$ cat config.mk
export PLATFORM = sky130hd
export DESIGN_NAME = if_id_latch
export DESIGN_NICKNAME = d
export VERILOG_FILES = /design/src/rtl/if_id_latch.sv
export SDC_FILE = /design/constraint.sdc
export NUM_CORES = 1
export LEC_CHECK = 0
export BUFFER_PORTS_ARGS = -buffer_cell sky130_fd_sc_hd__buf_4
export CAP_MARGIN = 20
export CORE_MARGIN = 5
export CORE_UTILIZATION = 49
export CTS_CLUSTER_DIAMETER = 80
export CTS_CLUSTER_SIZE = 12
export DETAILED_ROUTE_END_ITERATION = 8
export PLACE_DENSITY_LB_ADDON = 0.12
export SYNTH_ARGS = -nofsm -noshare
export SYNTH_HDL_FRONTEND = slang
export SYNTH_SLANG_ARGS = --single-unit
$ cat constraint.sdc
create_clock -name i_clk -period 4.69 [get_ports i_clk]
set_clock_uncertainty 0.15 [all_clocks]
set_input_delay 0.2345 -clock i_clk [delete_from_list [all_inputs] [get_ports i_clk]]
set_output_delay 0.2345 -clock i_clk [all_outputs]
set_load 0.03 [all_outputs]
$ cat src/rtl/if_id_latch.sv
// IF/ID pipeline register for the MIPS core.
// Each edge it captures PC+4 and the fetched instruction. It supports stall,
// flush (inserts a NOP bubble) and HALT-word detection. A HALT word freezes the
// front end until reset. A valid flag and a saturating fetch counter are provided
// for the debug unit.
//
// Ports:
//   i_clk          clock; all state updates on its rising edge
//   i_reset        synchronous, active-high reset
//   i_enable       1 = load new fetch, 0 = stall (hold)
//   i_flush        1 = replace stage contents with a NOP bubble
//   i_pc_plus4     PC+4 of the fetched instruction
//   i_instr        instruction word from instruction memory
//   o_pc_plus4     registered PC+4 to ID
//   o_instr        registered instruction to ID
//   o_valid        o_instr is a real fetched instruction
//   o_halt         sticky, set once a HALT word has been latched
//   o_instr_count  saturating count of instructions latched with valid=1
module if_id_latch #(
    parameter int unsigned          NB_ADDR   = 32,
    parameter int unsigned          NB_INSTR  = 32,
    parameter int unsigned          NB_CNT    = 16,
    parameter logic [NB_INSTR-1:0]  HALT_WORD = NB_INSTR'(32'hFFFF_FFFF)
) (
    input  logic                i_clk,
    input  logic                i_reset,
    input  logic                i_enable,
    input  logic                i_flush,
    input  logic [NB_ADDR-1:0]  i_pc_plus4,
    input  logic [NB_INSTR-1:0] i_instr,
    output logic [NB_ADDR-1:0]  o_pc_plus4,
    output logic [NB_INSTR-1:0] o_instr,
    output logic                o_valid,
    output logic                o_halt,
    output logic [NB_CNT-1:0]   o_instr_count
);

    localparam logic [NB_CNT-1:0] CNT_MAX = '1;

    typedef enum logic [0:0] {
        ST_RUN    = 1'b0,
        ST_HALTED = 1'b1
    } state_t;

    state_t              state_q, state_d;
    logic [NB_ADDR-1:0]  pc_q,    pc_d;
    logic [NB_INSTR-1:0] instr_q, instr_d;
    logic                valid_q, valid_d;
    logic                halt_q,  halt_d;
    logic [NB_CNT-1:0]   cnt_q,   cnt_d;

    // State and stage registers; reset has priority over everything.
    always_ff @(posedge i_clk) begin
        if (i_reset) begin
            state_q <= ST_RUN;
            pc_q    <= '0;
            instr_q <= '0;
            valid_q <= 1'b0;
            halt_q  <= 1'b0;
            cnt_q   <= '0;
        end else begin
            state_q <= state_d;
            pc_q    <= pc_d;
            instr_q <= instr_d;
            valid_q <= valid_d;
            halt_q  <= halt_d;
            cnt_q   <= cnt_d;
        end
    end

    // Next-state logic: flush beats stall beats load. The default is hold, which covers stall.
    always_comb begin
        state_d = state_q;
        pc_d    = pc_q;
        instr_d = instr_q;
        valid_d = valid_q;
        halt_d  = halt_q;
        cnt_d   = cnt_q;

        case (state_q)
            ST_RUN: begin
                if (i_flush) begin
                    instr_d = '0;
                    valid_d = 1'b0;
                end else if (i_enable) begin
                    pc_d    = i_pc_plus4;
                    instr_d = i_instr;
                    valid_d = 1'b1;
                    if (cnt_q != CNT_MAX) begin
                        cnt_d = cnt_q + NB_CNT'(1);
                    end
                    // The halt word itself is still presented to ID and counted.
                    if (i_instr == HALT_WORD) begin
                        halt_d  = 1'b1;
                        state_d = ST_HALTED;
                    end
                end
            end
            ST_HALTED: begin
                // The front end is frozen. Any enabled or flush edge drains to a bubble.
                if (i_flush || i_enable) begin
                    instr_d = '0;
                    valid_d = 1'b0;
                end
            end
            default: state_d = ST_RUN;
        endcase
    end

    assign o_pc_plus4    = pc_q;
    assign o_instr       = instr_q;
    assign o_valid       = valid_q;
    assign o_halt        = halt_q;
    assign o_instr_count = cnt_q;

endmodule

# --- Word level (Yosys, flattened, before mapping) ---
# Index checks and enable logic that the tools add are counted.
classes:
  n_bitwise: 2
  n_mux: 12
  reduce_logical: 5
  n_addsub: 1
  eq_ne: 4
ops:
  columns: ["cell", "n"]
  rows:
  - ["$mux W32", 3]
  - ["$pmux W32 S2", 1]
  - ["$eq A32 B32 Y1 const B", 1]
  - ["$add A16 B1 Y16 const B", 1]
  - ["$ne A16 B16 Y1 const B", 1]
  - ["$reduce_and A4 Y1", 2]
  - ["$mux W1", 7]
  - ["$ne A3 B3 Y1 const B", 1]
  - ["$reduce_and A3 Y1", 1]
  - ["$ne A2 B1 Y1 const B", 1]
  - ["$not A1 Y1", 2]
  - ["$pmux W1 S2", 1]
  - ["$reduce_and A2 Y1", 1]
  - ["$logic_or A1 B1 Y1", 1]
word_totals:
  out_inout_bits: 82
  inputBits: 68
  word_cells: 30
  reg_bits: 83

# --- Depth between registers and ports, before layout ---
# Gate-level depths: netlist of run 1.
logic_depth:
  depth_word: 5
  mapped_depth: 6
  depth_no_buf: 5

# --- Least setup slack after synthesis of run 1 ---
# Ideal clock, no wire load.
synth_path:
  path_type: "flip-flop to flip-flop"
  from: "register cnt_q[0] (netlist: o_instr_count[0])"
  to: "register cnt_q[1] (netlist: o_instr_count[1])"
  synth_period_minus_slack_ns: 2.155
  path_slack_ns: 2.535
  required_ns: 4.412
  arrival_time_ns: 1.877
  n_path_buf: 1
  stages_incl_launch_ff: 7
  setup_time_ns: 0.128
  cell_sequence: "dfxtp_1 > ha_1 > nand3_1 > o41ai_2 > buf_6 > mux2i_1 > nor2_1"
synth_between:
  elab_chain_len: 2
  word_cells_on_any_way: 3
  cone_classes: "add/sub: 1; eq/ne: 1; reduce/logical: 1"
synth_lines:
  columns: ["element", "line_no", "rtl"]
  rows:
  - ["start, declared", "50", "logic [NB_CNT-1:0] cnt_q, cnt_d;"]
  - ["start signal, assigned", "67", "cnt_q <= cnt_d;"]
  - ["parallel branches: the longest is 2 deep, another holds $add A16 B1 Y16", null, null]
# Parallel ways; which one is timed is not known.
# A chain may end at the register's enable or synchronous reset.

# --- Worst setup path after layout of run 1 ---
# Same ends and word-level chain as after synthesis.

==> reports/metrics.yaml, run 1 <==
worstReg2RegEnd: "o_instr_count[1]"
peakVddDrop_mv: 0.206
cpPeakStageDelay_ps: 600
postCtsSetupBuffers: 0
final_common_cell: "buf_4"
worstPathCellList: "ha_1 -> nand3_1 -> o41ai_2 -> buf_2 -> mux2i_1 -> nor2_1"
drc: 0
period_share: 0.488
combPwrFrac: 0.156
overflow: 0
dpl-instance-area_um2: 4230
first_global_vias: 3155
cts-buffers-inserted: 9
drive_gt1_frac: 0.319
grt_max_degree: 84
drtAntennaViolNets: 0
hold_viol: 0
critical_path.max_fanout: 10
cts_hold_buf: 46
worst-path-buf-inv: 1
r2r_cells: 6
power.internal_uw: 1120
cts_max_path_buffers: 2
ys_seq_elements: 83
setup_viol: 0
async_flop_share: 0
hold_path_end: "o_instr[31]"
grt_setup_unrepaired: "no"
grt_pass1_wl_mm: 14.8
outcome: "complete, no violations"
power_frac_seq: 0.491
place.gp.congestion: 0.776
grt_util_all_layers: 0.235
die_area_um2: 8030
clk_pin_slew_worst_paths_ps: 90
synth-edff-count: 0
r2r_start: "o_instr_count[0]"
cts-root-buf: "clkbuf_8"
core-area_um2: 6240
synth.distinct_cells: 33
syn_nets: 425
path_delay_family: "compound AO/OA/AOI/OAI gates"
hold_path_startpoint: "i_instr[31]"
worstHoldPathType: "input pin to register"
io_pins: 150
synthTopCellsByArea: "dfxtp_1, nand2_1, a22oi_1, a21oi_1, nor2_1"
drt-vias-per-instance: 5.35
clockPowerShare: 0.353
slew_viol_final: 0
start_util: 0.498
netlist_instances: 356
final_area_um2: 4940
p_per_area_nw_per_um2: 305
hpwl_mm: 5.99
ctsResizeCount: 0
hold_depth: 3
critPathKind: "register to register"
yosysTopAreaCellShare: 0.535
nets: 612
antenna_found_initial: 0
wirelength_mm: 9.58
crit_path_start_kind: "register"
routedWlPerCell_um: 15.3
required_ps: 4740
period_minus_slack_ps: 2290
diodes: 0
ys_warn_count: 0
cts_max_level: 3
tritoncts: "yes"
worst_slew_pin_slew_ps: 840
rows: 29
portBuffers: 149
first_pass_iters: 4
area_delta_synth_final_pct: 59.0
cap_violations: 0
end_kind: "register"
syn_avg_cell_area_um2: 8.73
rrSetupSlack_ps: 2400
vias: 3346
ys_seq_area_frac: 0.535
dieHeight_um: 89.6
arrival_ps: 2340
syn-cell-area_um2: 3110
tns_ps: 0
p_leak_uw: 0.00211
layout_common_cells: "buf_4, dfxtp_1, nand2_1"
switching_share: 0.260
fmax_mhz: 437
die_x_um: 89.6
drtIter0Drc: 93
clock-sinks: 83
netSwitchingPower_uw: 391
worstSkewPairLatency_ps: 340
slowest_stage: "o41ai_2"
synth_ff_type: "dfxtp_1"
slew_headroom: 0.440
yosys.area.top_type: "dfxtp_1"
==> per-stage QoR <==
step	hold WS, ps	utilization	power, uW	worst slack (ps)	std cells
finish	12.2	0.791	1510	2400	625
global route	5.35	0.791	1570	2170	625
CTS	1.65	0.784	1520	2170	622
detailed placement	297	0.677	954	2190	560
global placement	293	0.677	951	2260	560
floorplan	217	-	859	2540	356
==> cells in the mapped netlist (2+ instances only) <==
cell / n
nor2_1: 40
a21oi_1: 45
and4_1: 2
buf_2: 3
nand4_1: 13
clkbuf_1: 18
dfxtp_1: 83
nor4_1: 3
o31ai_1: 4
a22oi_1: 32
o21ai_0: 3
inv_1: 2
or3_1: 8
o21ai_1: 5
nand3_1: 3
nand2_1: 69
or4_1: 4
and3_1: 2
buf_6: 2
xor2_1: 2
==> worst max-delay path by stage <==
stage	slack (ps)	cells after the start	end	from
finish	2400	6	o_instr_count[1]	o_instr_count[0]
global route	2170	6	o_instr_count[1]	o_instr_count[0]
CTS	2170	5	o_instr_count[1]	o_instr_count[0]
detailed placement	2190	5	o_instr_count[1]	o_instr_count[0]
global placement	2260	5	o_instr_count[1]	o_instr_count[0]
floorplan	2540	6	o_instr_count[1]	o_instr_count[0]
==> tightest hold or removal path, stage by stage <==
cell and delay (ps):
buf_4 90, a22oi_1 70, nor2_1 80
==> sequential cells by signal (all words and copies together) (netlist names) <==
signal and flops:
o_valid 1, o_pc_plus4 32, o_instr_count 16, state_q 1, o_instr 32, o_halt 1
==> power by group through the flow <==
stage / combinational, uW / sequential (uW) / clock [uW]
2_1_floorplan: 58.8 / 801 / 0
3_3_place_gp: 196 / 755 / 0
3_5_place_dp: 198 / 756 / 0
4_1_cts: 230 / 740 / 546
5_1_grt: 251 / 743 / 579
6_report: 235 / 740 / 532
==> layout make-up <==
class | instances | area, um2
Fill cell | 417 | 1300
Inverter | 2 | 7.51
Sequential cell | 83 | 1660
Multi-Input combinational cell | 247 | 1330
Clock buffer | 11 | 151
Clock inverter | 5 | 58.8
Timing Repair Buffer | 200 | 1640
Tap cell | 77 | 96.3
==> cells by family (layout without fill, tap and decap cells) <==
| group | after synthesis | after routing | synth area share |
|---|---|---|---|
| buffers and inverters | 26 | 218 | 0.0391 |
| adder cells (fa/ha/maj) | 1 | 1 | 0.00403 |
| AO/OA/AOI/OAI | 93 | 93 | 0.185 |
| multiplexers | 1 | 1 | 0.00322 |
| AND/OR/NAND/NOR | 150 | 150 | 0.228 |
| XOR/XNOR | 2 | 2 | 0.00564 |
| flip-flops | 83 | 83 | 0.535 |
==> metal layers <==
metal | part of all wire | routed length [um] | GRT usage
met1 | 0.38 | 3660 | 0.287
met2 | 0.51 | 4880 | 0.380
met3 | 0.085 | 816 | 0.0858
met4 | 0.023 | 225 | 0.0825
met5 | 0 | 0 | 0
No activity file was read; power rests on OpenSTA's default activity.
==> run 2: changes to the inputs <==
- ABC_AREA: default -> 1
- CORE_UTILIZATION: 49 -> 47
- clock period: 4.69 -> 2.3 ns (I/O delays scaled with it)
==> run 2 against run 1 <==
- flip-flop and latch count stayed put
- worst hold slack improved by 79 ps
- synthesized area up 11%
- non-clock buffer count rose by 21
- final cell count is 27% higher
- via count is 15% higher
- utilization is 3.8 points lower
- die area is 14% higher
- critical path type unchanged
==> reports/metrics.yaml, run 2 <==
outcome: "complete, no violations"
clock-sinks: 83  # unchanged
hpwl_mm: 6.98  # +17%
tns_ps: 0  # unchanged
syn-cell-area_um2: 3450  # +11%
slew_headroom: 0.596  # +0.156
cts-buffers-inserted: 9  # unchanged
worstHoldPathType: "input pin to register"
first_global_vias: 3755  # +19%
p_per_area_nw_per_um2: 548  # +80%
drive_gt1_frac: 0.267  # -0.0524
core-area_um2: 7210  # +16%
met3_usage: 0.0647  # -0.0210
worst_slew_pin_slew_ps: 604  # -235 ps
slew_viol_final: 0  # unchanged
first_pass_iters: 4  # unchanged
cap_violations: 0  # unchanged
synth.distinct_cells: 28  # -15%
synthTopCellsByArea: "dfxtp_1, nand2_1, nor2_1, a21oi_1, o21ai_0"
final_common_cell: "buf_4"
cts-root-buf: "clkbuf_8"
critPathKind: "register to register"
slowest_stage: "dlygate4sd3_1"
area_delta_synth_final_pct: 57.5
required_ps: 2450  # -2290 ps
cp_common_cell: "nor2_1"
clk_pin_slew_worst_paths_ps: 80  # about the same
worstPathCellList: "nor2_8 -> inv_2 -> nor2_1 -> nor2_1 -> dlygate4sd3_1"
rows: 31  # +6.9%
cts_max_level: 3  # unchanged
async_flop_share: 0  # unchanged
fmax_mhz: 523  # +20%
die_area_um2: 9160  # +14%
syn_nets: 551  # +30%
p_leak_uw: 0.00242  # +15%
portBuffers: 149  # unchanged
peakVddDrop_mv: 0.373  # +81%
fin_cells: 792  # +27%
dieHeight_um: 95.7  # +6.8%
end_kind: "register"
drtAntennaViolNets: 0  # unchanged
period_minus_slack_ps: 1910  # -377 ps
cpPeakStageDelay_ps: 540  # -60 ps
critical_path.max_fanout: 34  # +24
ys_seq_elements: 83  # unchanged
grt_max_degree: 46  # -45%
start_util: 0.478  # -0.0195
netlist_instances: 482  # +35%
tritoncts: "yes"
grt_pass1_wl_mm: 17.2  # +17%
routedWlPerCell_um: 13.7  # -10%
grt_util_all_layers: 0.238  # +0.00343
postCtsSetupBuffers: 0  # unchanged
grt_setup_unrepaired: "no"
ys_warn_count: 0  # unchanged
yosysTopAreaCellShare: 0.482  # -0.0533
worstSkewPairLatency_ps: 350  # about the same
vias: 3842  # +15%
yosys-top-cells-count: "nand2_1, nor2_1, dfxtp_1, a21oi_1, o21ai_0"
synth_ff_type: "dfxtp_1"
nets: 758  # +24%
yosys.area.top_type: "dfxtp_1"
diodes: 0  # unchanged
overflow: 0  # unchanged
io_pins: 150  # unchanged
use_met1: 0.282  # -0.00483
cts_max_path_buffers: 2  # unchanged
setup_viol: 0  # unchanged
wirelength_mm: 10.9  # +14%
period_share: 0.831  # +0.343
synth-edff-count: 0  # unchanged
place_inst: 711  # +27%
drt-vias-per-instance: 4.85  # -9.4%
grtUsageMet2: 0.404  # +0.0233
layout_common_cells: "buf_4, nand2_1, nor2_1"
ys_seq_area_frac: 0.482  # -0.0533
top_usage_layer: "met2"
drc: 0  # unchanged
place.gp.congestion: 0.821  # +5.9%
drtIter0Drc: 150  # +61%
die_x_um: 95.7  # +6.8%
antenna_found_initial: 0  # unchanged
arrival_ps: 2060  # -280 ps
hold_viol: 0  # unchanged
synth.most_common_cell: "nand2_1"
crit_path_start_kind: "register"
syn_avg_cell_area_um2: 7.16  # -18%
run 2: cell count changes in the layout (fill, tap and decap cells not counted), sizes merged, moves of 16 or more:
cell | before | now
a22oi | 32 | 0
nor2 | 40 | 99
inv | 3 | 27
nand2 | 69 | 129
nand3 | 3 | 19
o21ai | 8 | 38
dlygate4sd3 | 47 | 66
run 2: logic make-up (layout without fill, tap and decap cells):
kind of cell | after synthesis | after routing | synth area share
AOI/OAI and AO/OA | 83 | 83 | 0.124
xor gates and xnor gates | 3 | 3 | 0.00762
adders and majority gates | 1 | 1 | 0.00363
buffers and inverters | 52 | 263 | 0.0656
DFF | 83 | 83 | 0.482
and+or+nand+nor | 260 | 260 | 0.318
run 2: final timing paths:
check / startpoint / endpoint / slack (ps) / cells after the start
setup / recovery: state_q / o_pc_plus4[25] / 390 / 5
hold / removal: i_flush / state_q / 90 / 5
setup reg to reg: state_q / o_pc_plus4[25] / 390 / 5
hold reg to reg: o_instr[2] / o_instr[2] / 320 / 2
run 2: report_power, final:
group	internal [uW]	total, uW	switching [uW]
combinational	265	569	304
clock	383	883	500
sequential	1500	1530	32.8
total	2140	2980	837
run 2: worst max-delay path: cells and delay by family, from the launching register on:
family	cells	cell delay [ps]
and+or+nand+nor	3	300
buffers and inverters	2	990
DFF	1	430
run 2: per-stage QoR:
step | total power (uW) | worst slack (ps) | hold slack (ps) | cell area [um2] | util
global route | 3120 | 283 | 114 | 5440 | 0.753
global placement | 2020 | 587 | 187 | 4620 | 0.640
CTS | 2990 | 383 | 81.5 | 5440 | 0.753
detailed placement | 2030 | 497 | 196 | 4620 | 0.640
floorplan | 1810 | 422 | 99.9 | 3450 | -
finish | 2980 | 388 | 91.0 | 5440 | 0.753
run 2: routing by layer:
metal | part of all wire | routed length, um
met5 | 0 | 0
met2 | 0.49 | 5320
met1 | 0.40 | 4380
met4 | 0.027 | 289
met3 | 0.081 | 886
run 2: layout make-up:
type	instances	area [um2]
timing repair buffer	221	1820
fill	549	1780
sequential	83	1660
multi-input combinational	347	1570
clock buffer	10	128
tap	99	124
inverter	27	101
clock inverter	5	31.3
run 2: what timing repair did:
action | CTS | global route
hold endpoints to repair | 64 | 0
hold buffers | 66 | 0
gates resized for setup | 0 | 0
